$ cat src/rtl/sram_access_ctrl_if.sv
// Request/response handshake bundle between a core-side initiator and the SRAM access controller.
interface sram_access_ctrl_if;
  logic        req_valid;
  logic        req_ready;
  logic        req_we;
  logic [31:0] req_addr;
  logic [31:0] req_wdata;
  logic [3:0]  req_wstrb;
  logic        rsp_valid;
  logic        rsp_ready;
  logic [31:0] rsp_rdata;
  logic        rsp_err;

  modport master (
    output req_valid, req_we, req_addr, req_wdata, req_wstrb, rsp_ready,
    input  req_ready, rsp_valid, rsp_rdata, rsp_err
  );

  modport slave (
    input  req_valid, req_we, req_addr, req_wdata, req_wstrb, rsp_ready,
    output req_ready, rsp_valid, rsp_rdata, rsp_err
  );
endinterface

$ cat src/rtl/sram_access_ctrl.sv
// Initiator for a dual-port SRAM: port 0 writes, port 1 reads, with a small
// in-order response FIFO whose free space throttles request acceptance.
module sram_access_ctrl #(
  parameter int ADDR_WIDTH = 11,
  parameter int DATA_WIDTH = 32,
  parameter int NUM_WMASKS = 4,
  parameter int RESP_DEPTH = 2
) (
  input  logic                  clk,
  input  logic                  rst,
  sram_access_ctrl_if.slave     bus,
  output logic                  sram_csb0,
  output logic [NUM_WMASKS-1:0] sram_wmask0,
  output logic [ADDR_WIDTH-1:0] sram_addr0,
  output logic [DATA_WIDTH-1:0] sram_din0,
  output logic                  sram_csb1,
  output logic [ADDR_WIDTH-1:0] sram_addr1,
  input  logic [DATA_WIDTH-1:0] sram_dout1
);

  localparam int CW = $clog2(RESP_DEPTH + 1);
  localparam int PW = $clog2(RESP_DEPTH);

  logic                  w_ready;
  logic                  w_accept;
  logic                  w_oor;
  logic                  w_push;
  logic                  w_pop;
  logic                  w_valid;
  logic                  w_unused;
  logic [ADDR_WIDTH-1:0] w_word;
  logic [CW:0]           w_used;

  logic                  r_vld_p1;
  logic                  r_oor_p1;
  logic                  r_vld_p2;
  logic                  r_oor_p2;
  logic [PW-1:0]         r_wptr;
  logic [PW-1:0]         r_rptr;
  logic [CW-1:0]         r_count;
  logic [DATA_WIDTH:0]   r_buf [RESP_DEPTH];

  assign w_word   = bus.req_addr[ADDR_WIDTH+1:2];
  assign w_oor    = |bus.req_addr[31:ADDR_WIDTH+2];
  assign w_unused = &{1'b0, bus.req_addr[1:0]};

  // Reads still in the tag pipeline already own a FIFO slot.
  assign w_used   = (CW+1)'(r_count) + (CW+1)'(r_vld_p1) + (CW+1)'(r_vld_p2);
  assign w_ready  = !rst && (w_used < (CW+1)'(RESP_DEPTH));
  assign w_accept = bus.req_valid && w_ready;
  assign bus.req_ready = w_ready;

  // Stage p0 -> p1: launch the SRAM access from flops.
  always_ff @(posedge clk) begin
    if (rst) begin
      sram_csb0   <= 1'b1;
      sram_csb1   <= 1'b1;
      sram_wmask0 <= '0;
      sram_addr0  <= '0;
      sram_din0   <= '0;
      sram_addr1  <= '0;
    end else begin
      sram_csb0 <= 1'b1;
      sram_csb1 <= 1'b1;
      if (w_accept && bus.req_we) begin
        sram_csb0   <= w_oor || (bus.req_wstrb == '0);
        sram_wmask0 <= bus.req_wstrb;
        sram_addr0  <= w_word;
        sram_din0   <= bus.req_wdata;
      end
      if (w_accept && !bus.req_we) begin
        sram_csb1  <= w_oor;
        sram_addr1 <= w_word;
      end
    end
  end

  always_ff @(posedge clk) begin
    if (rst) begin
      r_vld_p1 <= 1'b0;
      r_vld_p2 <= 1'b0;
    end else begin
      r_vld_p1 <= w_accept && !bus.req_we;
      r_vld_p2 <= r_vld_p1;
    end
  end

  always_ff @(posedge clk) begin
    r_oor_p1 <= w_oor;
    r_oor_p2 <= r_oor_p1;
  end

  // Stage p2: dout1 is valid here; capture into the response FIFO.
  assign w_push  = r_vld_p2;
  assign w_valid = (r_count != '0);
  assign w_pop   = w_valid && bus.rsp_ready;

  always_ff @(posedge clk) begin
    if (rst) begin
      r_wptr  <= '0;
      r_rptr  <= '0;
      r_count <= '0;
    end else begin
      if (w_push) r_wptr <= r_wptr + PW'(1);
      if (w_pop)  r_rptr <= r_rptr + PW'(1);
      if (w_push && !w_pop)      r_count <= r_count + CW'(1);
      else if (!w_push && w_pop) r_count <= r_count - CW'(1);
    end
  end

  always_ff @(posedge clk) begin
    if (w_push) r_buf[r_wptr] <= {(r_oor_p2 ? {DATA_WIDTH{1'b0}} : sram_dout1), r_oor_p2};
  end

  assign bus.rsp_valid = w_valid;
  assign bus.rsp_rdata = w_valid ? r_buf[r_rptr][DATA_WIDTH:1] : '0;
  assign bus.rsp_err   = w_valid ? r_buf[r_rptr][0] : 1'b0;

  a_no_overflow: assert property (@(posedge clk) disable iff (rst)
    w_push |-> (r_count < CW'(RESP_DEPTH)));

endmodule

$ cat src/flat_wrapper.sv
// flat-port wrapper written by rule: the top's interface ports become plain ports
module sram_access_ctrl_flat 
#(
  parameter int ADDR_WIDTH = 11,
  parameter int DATA_WIDTH = 32,
  parameter int NUM_WMASKS = 4,
  parameter int RESP_DEPTH = 2
)
  (clk, rst, sram_csb0, sram_wmask0, sram_addr0, sram_din0, sram_csb1, sram_addr1, sram_dout1, bus_req_valid, bus_req_we, bus_req_addr, bus_req_wdata, bus_req_wstrb, bus_rsp_ready, bus_req_ready, bus_rsp_valid, bus_rsp_rdata, bus_rsp_err);
  sram_access_ctrl_if bus_i ();
  input  logic clk;
  input  logic rst;
  output logic sram_csb0;
  output logic [NUM_WMASKS-1:0] sram_wmask0;
  output logic [ADDR_WIDTH-1:0] sram_addr0;
  output logic [DATA_WIDTH-1:0] sram_din0;
  output logic sram_csb1;
  output logic [ADDR_WIDTH-1:0] sram_addr1;
  input  logic [DATA_WIDTH-1:0] sram_dout1;
  input wire logic [$bits(bus_i.req_valid)-1:0] bus_req_valid;
  input wire logic [$bits(bus_i.req_we)-1:0] bus_req_we;
  input wire logic [$bits(bus_i.req_addr)-1:0] bus_req_addr;
  input wire logic [$bits(bus_i.req_wdata)-1:0] bus_req_wdata;
  input wire logic [$bits(bus_i.req_wstrb)-1:0] bus_req_wstrb;
  input wire logic [$bits(bus_i.rsp_ready)-1:0] bus_rsp_ready;
  output wire logic [$bits(bus_i.req_ready)-1:0] bus_req_ready;
  output wire logic [$bits(bus_i.rsp_valid)-1:0] bus_rsp_valid;
  output wire logic [$bits(bus_i.rsp_rdata)-1:0] bus_rsp_rdata;
  output wire logic [$bits(bus_i.rsp_err)-1:0] bus_rsp_err;
  assign bus_i.req_valid = bus_req_valid;
  assign bus_i.req_we = bus_req_we;
  assign bus_i.req_addr = bus_req_addr;
  assign bus_i.req_wdata = bus_req_wdata;
  assign bus_i.req_wstrb = bus_req_wstrb;
  assign bus_i.rsp_ready = bus_rsp_ready;
  assign bus_req_ready = bus_i.req_ready;
  assign bus_rsp_valid = bus_i.rsp_valid;
  assign bus_rsp_rdata = bus_i.rsp_rdata;
  assign bus_rsp_err = bus_i.rsp_err;
  sram_access_ctrl #(.ADDR_WIDTH(ADDR_WIDTH), .DATA_WIDTH(DATA_WIDTH), .NUM_WMASKS(NUM_WMASKS), .RESP_DEPTH(RESP_DEPTH)) u_core (.clk(clk), .rst(rst), .bus(bus_i), .sram_csb0(sram_csb0), .sram_wmask0(sram_wmask0), .sram_addr0(sram_addr0), .sram_din0(sram_din0), .sram_csb1(sram_csb1), .sram_addr1(sram_addr1), .sram_dout1(sram_dout1));
endmodule
$ cat config.mk
export PLATFORM = sky130hd
export DESIGN_NAME = sram_access_ctrl_flat
export DESIGN_NICKNAME = d
export VERILOG_FILES = /design/src/rtl/sram_access_ctrl_if.sv /design/src/rtl/sram_access_ctrl.sv /design/src/flat_wrapper.sv
export SDC_FILE = /design/constraint.sdc
export NUM_CORES = 1
export LEC_CHECK = 0
export BUFFER_PORTS_ARGS = -buffer_cell sky130_fd_sc_hd__buf_2
export CAP_MARGIN = 10
export CORE_ASPECT_RATIO = 0.75
export CORE_MARGIN = 2
export CORE_UTILIZATION = 49
export DETAILED_ROUTE_END_ITERATION = 10
export GPL_ROUTABILITY_DRIVEN = 0
export PLACE_DENSITY = 0.85
export SYNTH_ARGS = -nofsm -noshare
export SYNTH_HDL_FRONTEND = slang
export SYNTH_SLANG_ARGS = --single-unit
$ cat constraint.sdc
create_clock -name clk -period 3.3 [get_ports clk]
set_input_delay 0.66 -clock clk [delete_from_list [all_inputs] [get_ports clk]]
set_output_delay 0.66 -clock clk [all_outputs]
set_load 0.05 [all_outputs]
==> results.txt <==
Global-route wire length before repair -> 19500 microns
Data required time of the critical path -> 2.64 ns
Number of global-route vias before repair -> 3988
Worst setup SP type -> register
Drt drc -> 0
CP cell instances -> ha_1, a2111o_1, inv_1, buf_2
Final WL -> 12600 microns
Routed wire per std cell -> 16.3 microns
Reg clk slew, reported paths -> 0.05 ns
Reg-to-reg slack, setup -> 0.92 ns
Worst rel slew slack -> 0.341
Slew Viols, Final -> 0
Max Freq -> 354 MHz
Worst Path Arrival -> 2.17 ns
Maximum VDD drop -> 496 uV
Core Region -> 10800 sq um
Initial core utilization -> 0.497
Post-route insts no fill -> 774
Max_cap viols -> 0
HP Class -> reg2reg
Util after Layout -> 0.658
Synth Flop Type -> dfxtp_1
Number of synthesized flops with an enable pin -> 66
Critical path peak fanout -> 13
Worst path max stage delay -> 0.57 ns
H-Tree Depth -> 4
Final setup violation count -> 0
Share of cells above drive strength 1 -> 0.423
Final Net Count -> 727
CTS tree -> yes
Most common cell after layout, fill and taps aside -> buf_2
Ys async rst share -> 0
GR Util met2 -> 0.372
Clk root buf -> clkbuf_16
Slowest cell on the critical path -> a2111o_1
Outcome -> finished, final reports clean
Port buffer count -> 197
Busiest metal layer after global routing -> met2
Tcrit/Tclk final -> 0.856
Post-cts sizing count -> 0
Die Area -> 11800 sq um
Setup TNS -> 0 ns
Final HPWL from detailed placement -> 8720 microns
Most frequent cells in the layout -> buf_2, nor2b_1, dfxtp_1
DP Worst Slack -> 0.882 ns
Mean Syn Cell Area -> 12.7 sq um
Grt ovf -> 0
DIE HEIGHT -> 94.7 microns
Synth Cell Area -> 5370 sq um
Hold Slack -> 0.334 ns
Num CTS Buffers -> 17
Met1 usage -> 0.240
Detailed-router iteration count before antenna repair -> 5
DRT antenna net count -> 0
Critical Path End Type -> primary output
Routed via count -> 3936
Starting DRT DRC Count -> 221
Final setup margin -> 0.474 ns
# placed instances -> 741
Clock Tree Buf Depth -> 2
Hold_sp -> u_core.r_oor_p1
Yosys warnings -> 0
Power Density -> 796 nW/um^2
Largest net degree at the start of global routing -> 48
Mapped Cells -> 423
Layout Skew -> 0.00824 ns
Part of the Yosys area used for sequential elements -> 0.626
Worst hold path stage count -> 0
Gr usage total -> 0.215
Io pins -> 200
Worst r2r path cells -> 5
Worst skew pair latency -> 0.41 ns
Worst-Margin Slew -> 0.986 ns
Clock Sink Count -> 135
CTS Hold Buffers Added -> 0
Synth Register Bits -> 135
Final min period -> 2.83 ns
Die extent in x -> 125 microns
Reg2reg start -> u_core.r_count[0]
GR Layer Usage met3 -> 0.0844
Reg-to-reg endpoint -> u_core.sram_wmask0[1]
Initial antenna violation count -> 1
RSZ-0062 raised after global routing -> false
Post-CTS Setup Bufs -> 0
Via/cell ratio -> 5.09
Final hold vios -> 0
Distinct cell type count after synthesis -> 32
Type of the worst setup path -> reg2out
Leakage -> 0.00311 uW
Worst hold endpoint -> u_core.r_oor_p2
Row count -> 33
Synth-to-Final Area Change -> 32.5%
Syn nets -> 530
==> final cells by class <==
class                   count  area, sq um
fillers                   839         3700
flip-flops and latches    135         3360
multi-input cells         248         1830
repair buffers            204         1060
clock buffers              18          429
clock inverters            14          196
well taps                 140          175
inverters                  14         52.6
diodes                      1         2.50
==> critical path, delay by kind of cell (launching register included) <==
kind / cells / cell delay [ns]
flops: 1 / 0.46
fa+ha+maj: 1 / 0.29
buf+inv: 2 / 0.45
compound gates: 1 / 0.57
==> layer usage <==
layer / up-vias / routed length (microns)
met5: - / 0
met3: 19 / 901
met4: 0 / 231
li1: 1870 / -
met1: 1905 / 5120
met2: 142 / 6330
==> worst max-delay path by stage <==
stage	end	from	slack, ns
6_report	bus_req_ready	u_core.r_count[0]	0.47
5_1_grt	bus_req_ready	u_core.r_vld_p2	0.41
4_1_cts	bus_req_ready	u_core.r_count[0]	0.47
3_5_place_dp	bus_req_ready	rst	0.88
3_3_place_gp	bus_req_ready	rst	0.92
2_1_floorplan	u_core.r_buf[0][0]	u_core.r_vld_p2	0.97
==> per-stage QoR <==
stage / total power [uW] / instance area (sq um)
2_1_floorplan: 3270 / 5370
4_1_cts: 5710 / 7120
3_3_place_gp: 3680 / 6490
5_1_grt: 5880 / 7120
6_report: 5670 / 7120
3_5_place_dp: 3710 / 6490
==> logic make-up (layout without fill, tap and decap cells) <==
kind of cell    after synthesis  after routing  share of synthesized area
mux                          80             80                      0.158
xor+xnor                      4              4                    0.00652
simple gates                138            138                      0.140
flops                       135            135                      0.626
other cells                   0              1                          0
fa+ha+maj                     2              2                    0.00466
buf+inv                      40            250                     0.0342
compound gates               24             24                     0.0310
==> cell usage after synthesis (all sizes together) (3+ instances only) <==
cell	instances	share of area
buf	8	0.012
clkbuf	18	0.013
dfxtp	69	0.26
edfxtp	66	0.37
inv	14	0.0098
mux2	37	0.078
mux2i	43	0.080
nand2	11	0.0077
nor2	38	0.027
nor2b	71	0.083
nor4	6	0.0070
o21ai	10	0.0093
o311ai	8	0.013
xor2	3	0.0049
==> sequential cells by signal (all words and copies together), names as in the netlist, 2 cells and up, named ones only <==
register	cells
u_core.sram_din0	32
u_core.sram_addr0	11
u_core.sram_addr1	11
u_core.r_buf	66
u_core.r_count	2
u_core.sram_wmask0	4
==> power by group <==
group	switching (uW)	internal, uW	total [uW]
Combinational	1290	472	1760
Clock	725	1270	2000
Sequential	67.9	1850	1910
Note: power is estimated with default switching activity, not from simulation.
